**config.mk**
```make
export PLATFORM = sky130hd
export DESIGN_NAME = alu_exec_unit
export DESIGN_NICKNAME = d
export VERILOG_FILES = /design/src/rtl/alu_exec_unit.sv
export SDC_FILE = /design/constraint.sdc
export NUM_CORES = 1
export LEC_CHECK = 0
export ABC_AREA = 1
export CAP_MARGIN = 20
export CORE_ASPECT_RATIO = 0.6
export CORE_UTILIZATION = 49
export CTS_CLUSTER_DIAMETER = 50
export DETAILED_ROUTE_END_ITERATION = 6
export GPL_TIMING_DRIVEN = 0
export PLACE_DENSITY = 0.73
export SLEW_MARGIN = 0
export SYNTH_ARGS = -nofsm -noshare
export SYNTH_HDL_FRONTEND = slang
export SYNTH_SLANG_ARGS = --single-unit
```
**constraint.sdc**
```tcl
create_clock -name clk -period 2.4 [get_ports clk]
set_input_delay 0.36 -clock clk [delete_from_list [all_inputs] [get_ports clk]]
set_output_delay 0.36 -clock clk [all_outputs]
set_load 0.03 [all_outputs]
```
**src/rtl/alu_exec_unit.sv**
```systemverilog
// ============================================================================
// Module   : alu_exec_unit
// Brief    : Execute-stage ALU with valid/ready handshake on both sides.
//            Logic/arithmetic ops take one cycle; shifts iterate one bit per
//            cycle unless ALU_FAST_SHIFT_EN selects a barrel shifter.
// Revision : 1.0 - initial release
// ============================================================================
`default_nettype none

module alu_exec_unit #(
    parameter int XLEN = 32,
    parameter int SHW  = $clog2(XLEN)
) (
    input  logic            clk,
    input  logic            rst,
    input  logic            in_valid,
    output logic            in_ready,
    input  logic [3:0]      alu_op,
    input  logic [XLEN-1:0] src_a,
    input  logic [XLEN-1:0] src_b,
    output logic            out_valid,
    input  logic            out_ready,
    output logic [XLEN-1:0] result,
    output logic            zero,
    output logic            busy
);

    localparam logic [1:0] c_ST_IDLE  = 2'd0;
    localparam logic [1:0] c_ST_SHIFT = 2'd1;
    localparam logic [1:0] c_ST_HOLD  = 2'd2;

    localparam logic [3:0] c_OP_ADD  = 4'd1;
    localparam logic [3:0] c_OP_SUB  = 4'd2;
    localparam logic [3:0] c_OP_AND  = 4'd3;
    localparam logic [3:0] c_OP_OR   = 4'd4;
    localparam logic [3:0] c_OP_XOR  = 4'd5;
    localparam logic [3:0] c_OP_SLL  = 4'd6;
    localparam logic [3:0] c_OP_SRA  = 4'd7;
    localparam logic [3:0] c_OP_SRL  = 4'd8;
    localparam logic [3:0] c_OP_SLT  = 4'd9;
    localparam logic [3:0] c_OP_SLTU = 4'd10;

    localparam logic [SHW-1:0] c_CNT_ONE = {{(SHW-1){1'b0}}, 1'b1};

    logic [1:0]      r_state_q,  w_state_d;
    logic [XLEN-1:0] r_result_q, w_result_d;
    logic            r_zero_q,   w_zero_d;
    logic [XLEN-1:0] r_work_q,   w_work_d;
    logic [SHW-1:0]  r_cnt_q,    w_cnt_d;
    logic [3:0]      r_op_q,     w_op_d;

    logic [SHW-1:0]  w_shamt;
    logic [XLEN-1:0] w_alu_res;
    logic [XLEN-1:0] w_step;
    logic            w_is_shift;
    logic            w_start_iter;
    logic            w_accept;

    assign w_shamt    = src_b[SHW-1:0];
    assign w_is_shift = (alu_op == c_OP_SLL) || (alu_op == c_OP_SRA) ||
                        (alu_op == c_OP_SRL);
    assign w_accept   = in_valid && in_ready;

`ifdef ALU_FAST_SHIFT_EN
    assign w_start_iter = 1'b0;
`else
    // A zero shift amount completes in one cycle like any other op.
    assign w_start_iter = w_is_shift && (w_shamt != '0);
`endif

    always_comb begin
        w_alu_res = '0;
        case (alu_op)
            c_OP_ADD:  w_alu_res = src_a + src_b;
            c_OP_SUB:  w_alu_res = src_a - src_b;
            c_OP_AND:  w_alu_res = src_a & src_b;
            c_OP_OR:   w_alu_res = src_a | src_b;
            c_OP_XOR:  w_alu_res = src_a ^ src_b;
`ifdef ALU_FAST_SHIFT_EN
            c_OP_SLL:  w_alu_res = src_a << w_shamt;
            c_OP_SRL:  w_alu_res = src_a >> w_shamt;
            c_OP_SRA:  w_alu_res = $unsigned($signed(src_a) >>> w_shamt);
`else
            c_OP_SLL,
            c_OP_SRL,
            c_OP_SRA:  w_alu_res = src_a;
`endif
            c_OP_SLT:  w_alu_res = {{(XLEN-1){1'b0}}, ($signed(src_a) < $signed(src_b))};
            c_OP_SLTU: w_alu_res = {{(XLEN-1){1'b0}}, (src_a < src_b)};
            default:   w_alu_res = '0;
        endcase
    end

    // Single-bit step of the iterative shifter.
    always_comb begin
        w_step = r_work_q;
        case (r_op_q)
            c_OP_SLL: w_step = {r_work_q[XLEN-2:0], 1'b0};
            c_OP_SRA: w_step = {r_work_q[XLEN-1], r_work_q[XLEN-1:1]};
            c_OP_SRL: w_step = {1'b0, r_work_q[XLEN-1:1]};
            default:  w_step = r_work_q;
        endcase
    end

    always_ff @(posedge clk or posedge rst) begin
        if (rst) begin
            r_state_q  <= c_ST_IDLE;
            r_result_q <= '0;
            r_zero_q   <= 1'b1;
            r_work_q   <= '0;
            r_cnt_q    <= '0;
            r_op_q     <= '0;
        end else begin
            r_state_q  <= w_state_d;
            r_result_q <= w_result_d;
            r_zero_q   <= w_zero_d;
            r_work_q   <= w_work_d;
            r_cnt_q    <= w_cnt_d;
            r_op_q     <= w_op_d;
        end
    end

    always_comb begin
        w_state_d  = r_state_q;
        w_result_d = r_result_q;
        w_zero_d   = r_zero_q;
        w_work_d   = r_work_q;
        w_cnt_d    = r_cnt_q;
        w_op_d     = r_op_q;
        case (r_state_q)
            c_ST_IDLE, c_ST_HOLD: begin
                if (w_accept) begin
                    if (w_start_iter) begin
                        w_state_d = c_ST_SHIFT;
                        w_work_d  = src_a;
                        w_cnt_d   = w_shamt;
                        w_op_d    = alu_op;
                    end else begin
                        w_state_d  = c_ST_HOLD;
                        w_result_d = w_alu_res;
                        w_zero_d   = (w_alu_res == '0);
                    end
                end else if ((r_state_q == c_ST_HOLD) && out_ready) begin
                    w_state_d = c_ST_IDLE;
                end
            end
            c_ST_SHIFT: begin
                w_work_d = w_step;
                w_cnt_d  = r_cnt_q - c_CNT_ONE;
                if (r_cnt_q == c_CNT_ONE) begin
                    w_state_d  = c_ST_HOLD;
                    w_result_d = w_step;
                    w_zero_d   = (w_step == '0);
                end
            end
            default: w_state_d = c_ST_IDLE;
        endcase
    end

    always_comb begin
        in_ready  = (r_state_q == c_ST_IDLE) || ((r_state_q == c_ST_HOLD) && out_ready);
        out_valid = (r_state_q == c_ST_HOLD);
`ifdef ALU_FAST_SHIFT_EN
        busy      = 1'b0;
`else
        busy      = (r_state_q == c_ST_SHIFT);
`endif
    end

    assign result = r_result_q;
    assign zero   = r_zero_q;

endmodule

`default_nettype wire

```
==> results of run 1 <==
per-layer routing:
metal | global-route usage (%) | wire length [um]
met2 | 59.2 | 19800
met1 | 62.9 | 22000
met4 | 12.4 | 1540
met5 | 2.88 | 124
met3 | 19.3 | 9490
power breakdown:
group | switching [mW] | internal (mW) | total (mW)
sequential | 0.379 | 1.87 | 2.25
clock | 0.560 | 0.805 | 1.36
combinational | 4.20 | 2.35 | 6.56
registers in the layout, summed over array words and instances (netlist names):
| name | count |
|---|---|
| r_op_q | 4 |
| r_work_q | 32 |
| result | 32 |
| r_state_q | 2 |
| r_cnt_q | 5 |
| zero | 1 |
logic make-up after synthesis:
family	synth area share [%]
xor gates and xnor gates	0.0812
adders and majority gates	13.7
and+or+nand+nor	35.7
AOI/OAI and AO/OA	17.9
DFF	17.6
buffers and inverters	15.0
final timing paths:
check / endpoint / start / cells past startpoint
min in group asynchronous: r_work_q[27]$_DFFE_PP0P_ / rst / 2
setup / recovery: zero$_DFFE_PP1P_ / src_a[24] / 17
setup reg to reg: zero$_DFFE_PP1P_ / r_op_q[0]$_DFFE_PP0P_ / 11
hold reg to reg: result[2]$_DFFE_PP0P_ / result[2]$_DFFE_PP0P_ / 2
hold / removal: r_cnt_q[2]$_DFFE_PP0P_ / src_b[2] / 3
max in group asynchronous: r_work_q[15]$_DFFE_PP0P_ / rst / 3
cell usage after synthesis, drive strengths merged:
cell / instances / area [um2]
o21a: 15 / 113
a21boi: 13 / 97.6
a2bb2oi: 2 / 17.5
o21bai: 9 / 67.6
nor4: 4 / 25.0
nor2: 185 / 717
a22oi: 1 / 7.51
and3: 2 / 12.5
or2: 16 / 100
nand2: 534 / 2010
o211ai: 16 / 120
o22ai: 49 / 307
a211oi: 3 / 22.5
nor3: 13 / 65.1
xor2: 1 / 8.76
a221oi: 17 / 149
ha: 115 / 1440
fa: 2 / 40.0
inv: 353 / 1330
a21oi: 78 / 394
nand3b: 2 / 27.5
o21ai: 50 / 250
dfstp: 1 / 26.3
clkbuf: 22 / 83.8
a221o: 1 / 10.0
buf: 41 / 213
nand3: 151 / 766
nand4: 17 / 106
dfrtp: 75 / 1880
o221ai: 40 / 350
a31oi: 4 / 25.0
and2: 3 / 18.8
metrics by stage:
step,cell area (um2),worst slack [ps],hold slack (ps)
3_3_place_gp,12200,-1490,464
5_1_grt,15400,-127,381
3_5_place_dp,12200,-1530,473
4_1_cts,14400,-73.9,344
2_1_floorplan,10800,103,487
6_report,15400,-79.5,338
worst max-delay path: stages:
cell and delay [ps]:
clkdlybuf4s15_2 230, inv_2 70, ha_4 320, clkinvlp_4 140, a21oi_4 270, nand2_4 140
inv_1 70, nand2_1 60, a21oi_2 200, nand3_2 130, nand3_4 150, nand3_4 110
nor2_2 100, nand2_1 70, nor2_2 90, nand3_2 100, a21oi_2 130
area by class of cell:
| type | count | area, um2 |
|---|---|---|
| fill | 1761 | 5860 |
| buffer | 61 | 514 |
| tap | 279 | 349 |
| sequential | 76 | 1900 |
| antenna | 2 | 5.00 |
| multi-input combinational | 1344 | 9380 |
| clock inverter | 6 | 63.8 |
| clock buffer | 10 | 229 |
| timing repair buffer | 193 | 1580 |
| inverter | 353 | 1400 |
timing repair:
item                       CTS  global route
buffers inserted            58            24
setup endpoints to repair   73            53
gates resized for setup    584           342
gates cloned                 1             3
pin swaps                   87           107
hold buffers                 0             0
==> impl_metrics.tcl, run 1 <==
set metrics [dict create \
    clock_path_buffers 2 \
    violations "setup timing" \
    cp-end-kind "flip-flop" \
    final_common_cell "nand2_1" \
    grt_max_degree 47 \
    drv_cap 0 \
    start_util_pct 50.7 \
    layout.nets 2227 \
    syn-cell-area_um2 10800 \
    cts.sinks 76 \
    layout_common_cells "nand2_1 (417), inv_1 (257), nand3_1 (100), nor2_1 (95), ha_1 (88)" \
    syn_nets 2024 \
    drc_errors 0 \
    dp_cells 2222 \
    status "finished with violations" \
    grt_pass1_vias 12500 \
    finClkSkew_ps 3.69 \
    arrival_ps 2760 \
    cts_tree "built" \
    port_buffers 107 \
    final_util_pct 72.5 \
    ant_nets 0 \
    clk_pin_slew_ps 60 \
    cts_made_buffers 9 \
    via_count 14400 \
    tightest_slew_ps 632 \
    dieArea_um2 22600 \
    syn2layout_area_growth_pct 42.9 \
    cp_data_required_time_ps 2680 \
    place_congestion 1.05 \
    synth-seq-area-share_pct 17.6 \
    setup_viol 2 \
    htree_levels 3 \
    cp_max_fo 4 \
    die_h_um 117 \
    rsz0062_at_grt "yes" \
    cts_root_buf "clkbuf_16" \
    yosys_warnings 0 \
    hold_path.class "input pin to flip-flop" \
    maxSlewHeadroom_pct 57.9 \
    hpwlAfterDp_mm 40.1 \
    hold_viol_final 0 \
    grt_first_pass_wirelength_mm 74.7 \
    die_x_um 194 \
    setup-tns-final_ps -87.5 \
    p_leak_nw 7.74 \
    layout-drive-gt1-share_pct 33.4 \
    timing.final.crit_share_pct 103 \
    drtPass1Iterations 6 \
    layoutNonFillerInstCount 2324 \
    grt-ovfl-total 0 \
    finalPower_mw 10.2 \
    antenna_found_initial 2 \
    power_density_nw_per_um2 660 \
    coreArea_um2 21300 \
    ys_ff_latch 76 \
    finalCriticalPeriod_ps 2480 \
    slew_viol_final 0 \
    max_freq_mhz 403 \
    wl_per_cell_um 22.8 \
    grtUsageTotal_pct 44.3 \
    irDropWorstVdd_mv 0.537 \
    row_count 41 \
    wl_mm 53.0 \
    pin_count 108 \
    ys_types 44 \
    start_kind "input pin" \
    syn-instance-count 1835 \
    first_iter_violations 2195 \
    viasPerCell 6.19 \
    r2r_slack_ps 40 \
    criticalPathCategory "input pin to flip-flop" \
    syn_avg_cell_area_um2 5.88 \
    clk_latency_ps 350 \
    finalWorstSetupSlack_ps -79.5 \
]
(Power assumes the default switching activity.)
==> inputs of run 2 (changes only) <==
--- a/config.mk
+++ b/config.mk
@@ -9,7 +9,9 @@
 export CAP_MARGIN = 20
 export CORE_ASPECT_RATIO = 0.6
 export CORE_UTILIZATION = 49
+export CTS_BUF_LIST = sky130_fd_sc_hd__clkbuf_4
 export CTS_CLUSTER_DIAMETER = 50
+export CTS_CLUSTER_SIZE = 24
 export DETAILED_ROUTE_END_ITERATION = 6
 export GPL_TIMING_DRIVEN = 0
 export PLACE_DENSITY = 0.73
==> run 2 against run 1 <==
The flow still finishes with violations (setup timing). Wire length fell by 1.9%. Maximum frequency fell by 5.0%. Hold slack got worse by 130 ps. Clock power fell by 39%. Sequential share of layout area rose by 0.64 points. Register-to-register slack improved by 20 ps. Via count fell by 2.0%. First-iteration DRC count fell by 2.1%. Non-clock buffer count fell by 23. Combinational power fell by 3%. Critical path depth rose by 3.
==> impl_metrics.tcl, run 2 (synthesized netlist as in run 1, its figures left out) <==
set metrics [dict create \
    p_leak_nw 7.56 \
    hold_slack_ps 212 \
    ant_nets 0 \
    place_congestion 1.05 \
    first_iter_violations 2149 \
    wl_mm 51.9 \
    final_common_cell "nand2_1" \
    hold_viol_final 0 \
    grt_pass1_vias 12200 \
    cts_root_buf "clkbuf_4" \
    cts.sinks 76 \
    dpl-instance-area_um2 12200 \
    row_count 41 \
    timing.final.crit_share_pct 109 \
    arrival_ps 3020 \
    drc_errors 0 \
    cp_data_required_time_ps 2810 \
    setup-tns-final_ps -209 \
    hold_path.class "input pin to flip-flop" \
    rr_startpoint "r_op_q[0]$_DFFE_PP0P_" \
    hpwlAfterDp_mm 40.1 \
    grtUsageTotal_pct 43.7 \
    dp_cells 2222 \
    power_density_nw_per_um2 643 \
    antenna_found_initial 2 \
    cp-end-kind "flip-flop" \
    finalWorstSetupSlack_ps -209 \
    die_x_um 194 \
    hold_buffers 0 \
    grt-ovfl-total 0 \
    port_buffers 107 \
    via_count 14100 \
    slew_viol_final 0 \
    dieArea_um2 22600 \
    max_freq_mhz 383 \
    finalCriticalPeriod_ps 2610 \
    reg2reg_depth 11 \
    coreArea_um2 21300 \
    status "finished with violations" \
    start_kind "input pin" \
    tightest_slew_ps 639 \
    violations "setup timing" \
    finClkSkew_ps 10.8 \
    nFillCells 1882 \
    min_from "src_b[2]" \
    die_h_um 117 \
    final_area_um2 14700 \
    clk_latency_ps 470 \
    layout.nets 2203 \
    hold_path_end "r_cnt_q[2]$_DFFE_PP0P_" \
    htree_levels 3 \
    hold_depth 3 \
    layout_common_cells "nand2_1 (440), inv_1 (272), nand3_1 (105), nor2_1 (104), ha_1 (100)" \
    start_util_pct 50.7 \
    layoutNonFillerInstCount 2300 \
    criticalPathCategory "input pin to flip-flop" \
    cp_max_fo 7 \
    rsz0062_at_grt "yes" \
    drv_cap 0 \
    syn2layout_area_growth_pct 35.9 \
    viasPerCell 6.13 \
    setup_viol 1 \
    final_util_pct 68.9 \
    cts_made_buffers 9 \
    maxSlewHeadroom_pct 57.4 \
    clock_path_buffers 2 \
    irDropWorstVdd_mv 0.546 \
    grt_first_pass_wirelength_mm 73.6 \
    wl_per_cell_um 22.6 \
    drtPass1Iterations 7 \
    cts_tree "built" \
    r2r_slack_ps 60 \
    timing.rr.end "zero$_DFFE_PP1P_" \
    clk_pin_slew_ps 130 \
    pin_count 108 \
    grt_max_degree 47 \
    layout-drive-gt1-share_pct 28.8 \
]
## run 2: changes by cell type in the layout (fill, tap and decap cells not counted), sizes merged, moves of 3 or more
cell	change
clkdlybuf4s50	+3
dlymetal6s2s	+8
dlygate4sd2	-6
buf	-29
## run 2: worst max path at each step
| stage | cells past startpoint | to | slack, ps | from |
|---|---|---|---|---|
| 2_1_floorplan | 1 | r_cnt_q[0]$_DFFE_PP0P_ | 100 | rst |
| 3_3_place_gp | 19 | zero$_DFFE_PP1P_ | -1490 | src_a[12] |
| 3_5_place_dp | 20 | zero$_DFFE_PP1P_ | -1530 | src_b[4] |
| 4_1_cts | 16 | zero$_DFFE_PP1P_ | -190 | alu_op[2] |
| 5_1_grt | 19 | zero$_DFFE_PP1P_ | -190 | src_b[18] |
| 6_report | 20 | zero$_DFFE_PP1P_ | -210 | src_a[4] |
## run 2: repair_timing
item                       CTS  global route
setup endpoints to repair   69            64
setup buffers               27            31
pin swaps                   65            75
resized for setup          405           361
gates cloned                 0             2
## run 2: power breakdown
part / total [mW] / switching (mW) / internal (mW)
clock network: 0.831 / 0.503 / 0.328
registers: 2.24 / 0.373 / 1.87
logic: 6.36 / 4.11 / 2.25
total: 9.43 / 4.98 / 4.45
## run 2: layer usage
layer | up-vias | wire length, um | GRT usage [%]
li1 | 6263 | - | -
met1 | 6561 | 21900 | 63.4
met2 | 1145 | 19400 | 57.9
met3 | 133 | 9140 | 17.7
met4 | 4 | 1390 | 11.5
met5 | - | 80 | 1.65
## run 2: cell type report
class	instances	area, um2	area share, %
sequential	76	1900	13.0
buffer	63	475	3.24
multi-input combinational	1343	8980	61.2
tap	279	349	2.38
antenna	2	5.00	0.0341
clock buffer	10	75.1	0.512
timing repair buffer	168	1430	9.78
clock inverter	6	63.8	0.435
inverter	353	1380	9.43
## run 2: metrics by stage
stage                     total power, mW  setup slack, ps
after detailed placement             7.57            -1530
after global routing                 9.90             -192
after floorplan                      5.64              103
after CTS                            8.78             -190
after global placement               7.47            -1490
final                                9.43             -209
## run 2: worst max-delay path, cell delays in order
cell and delay [ps]:
clkbuf_2 150, inv_2 110, ha_4 340, inv_1 100, nand2_1 80, nand2_1 110
inv_1 110, nand3_2 120, nand3_2 120, nand2_2 80, buf_12 140, nand2_1 100
nand3_1 110, nand3_2 110, nand3_2 130, nor2_1 230, nand2_1 110, nor2_1 120
nand3_2 100, a21oi_2 140
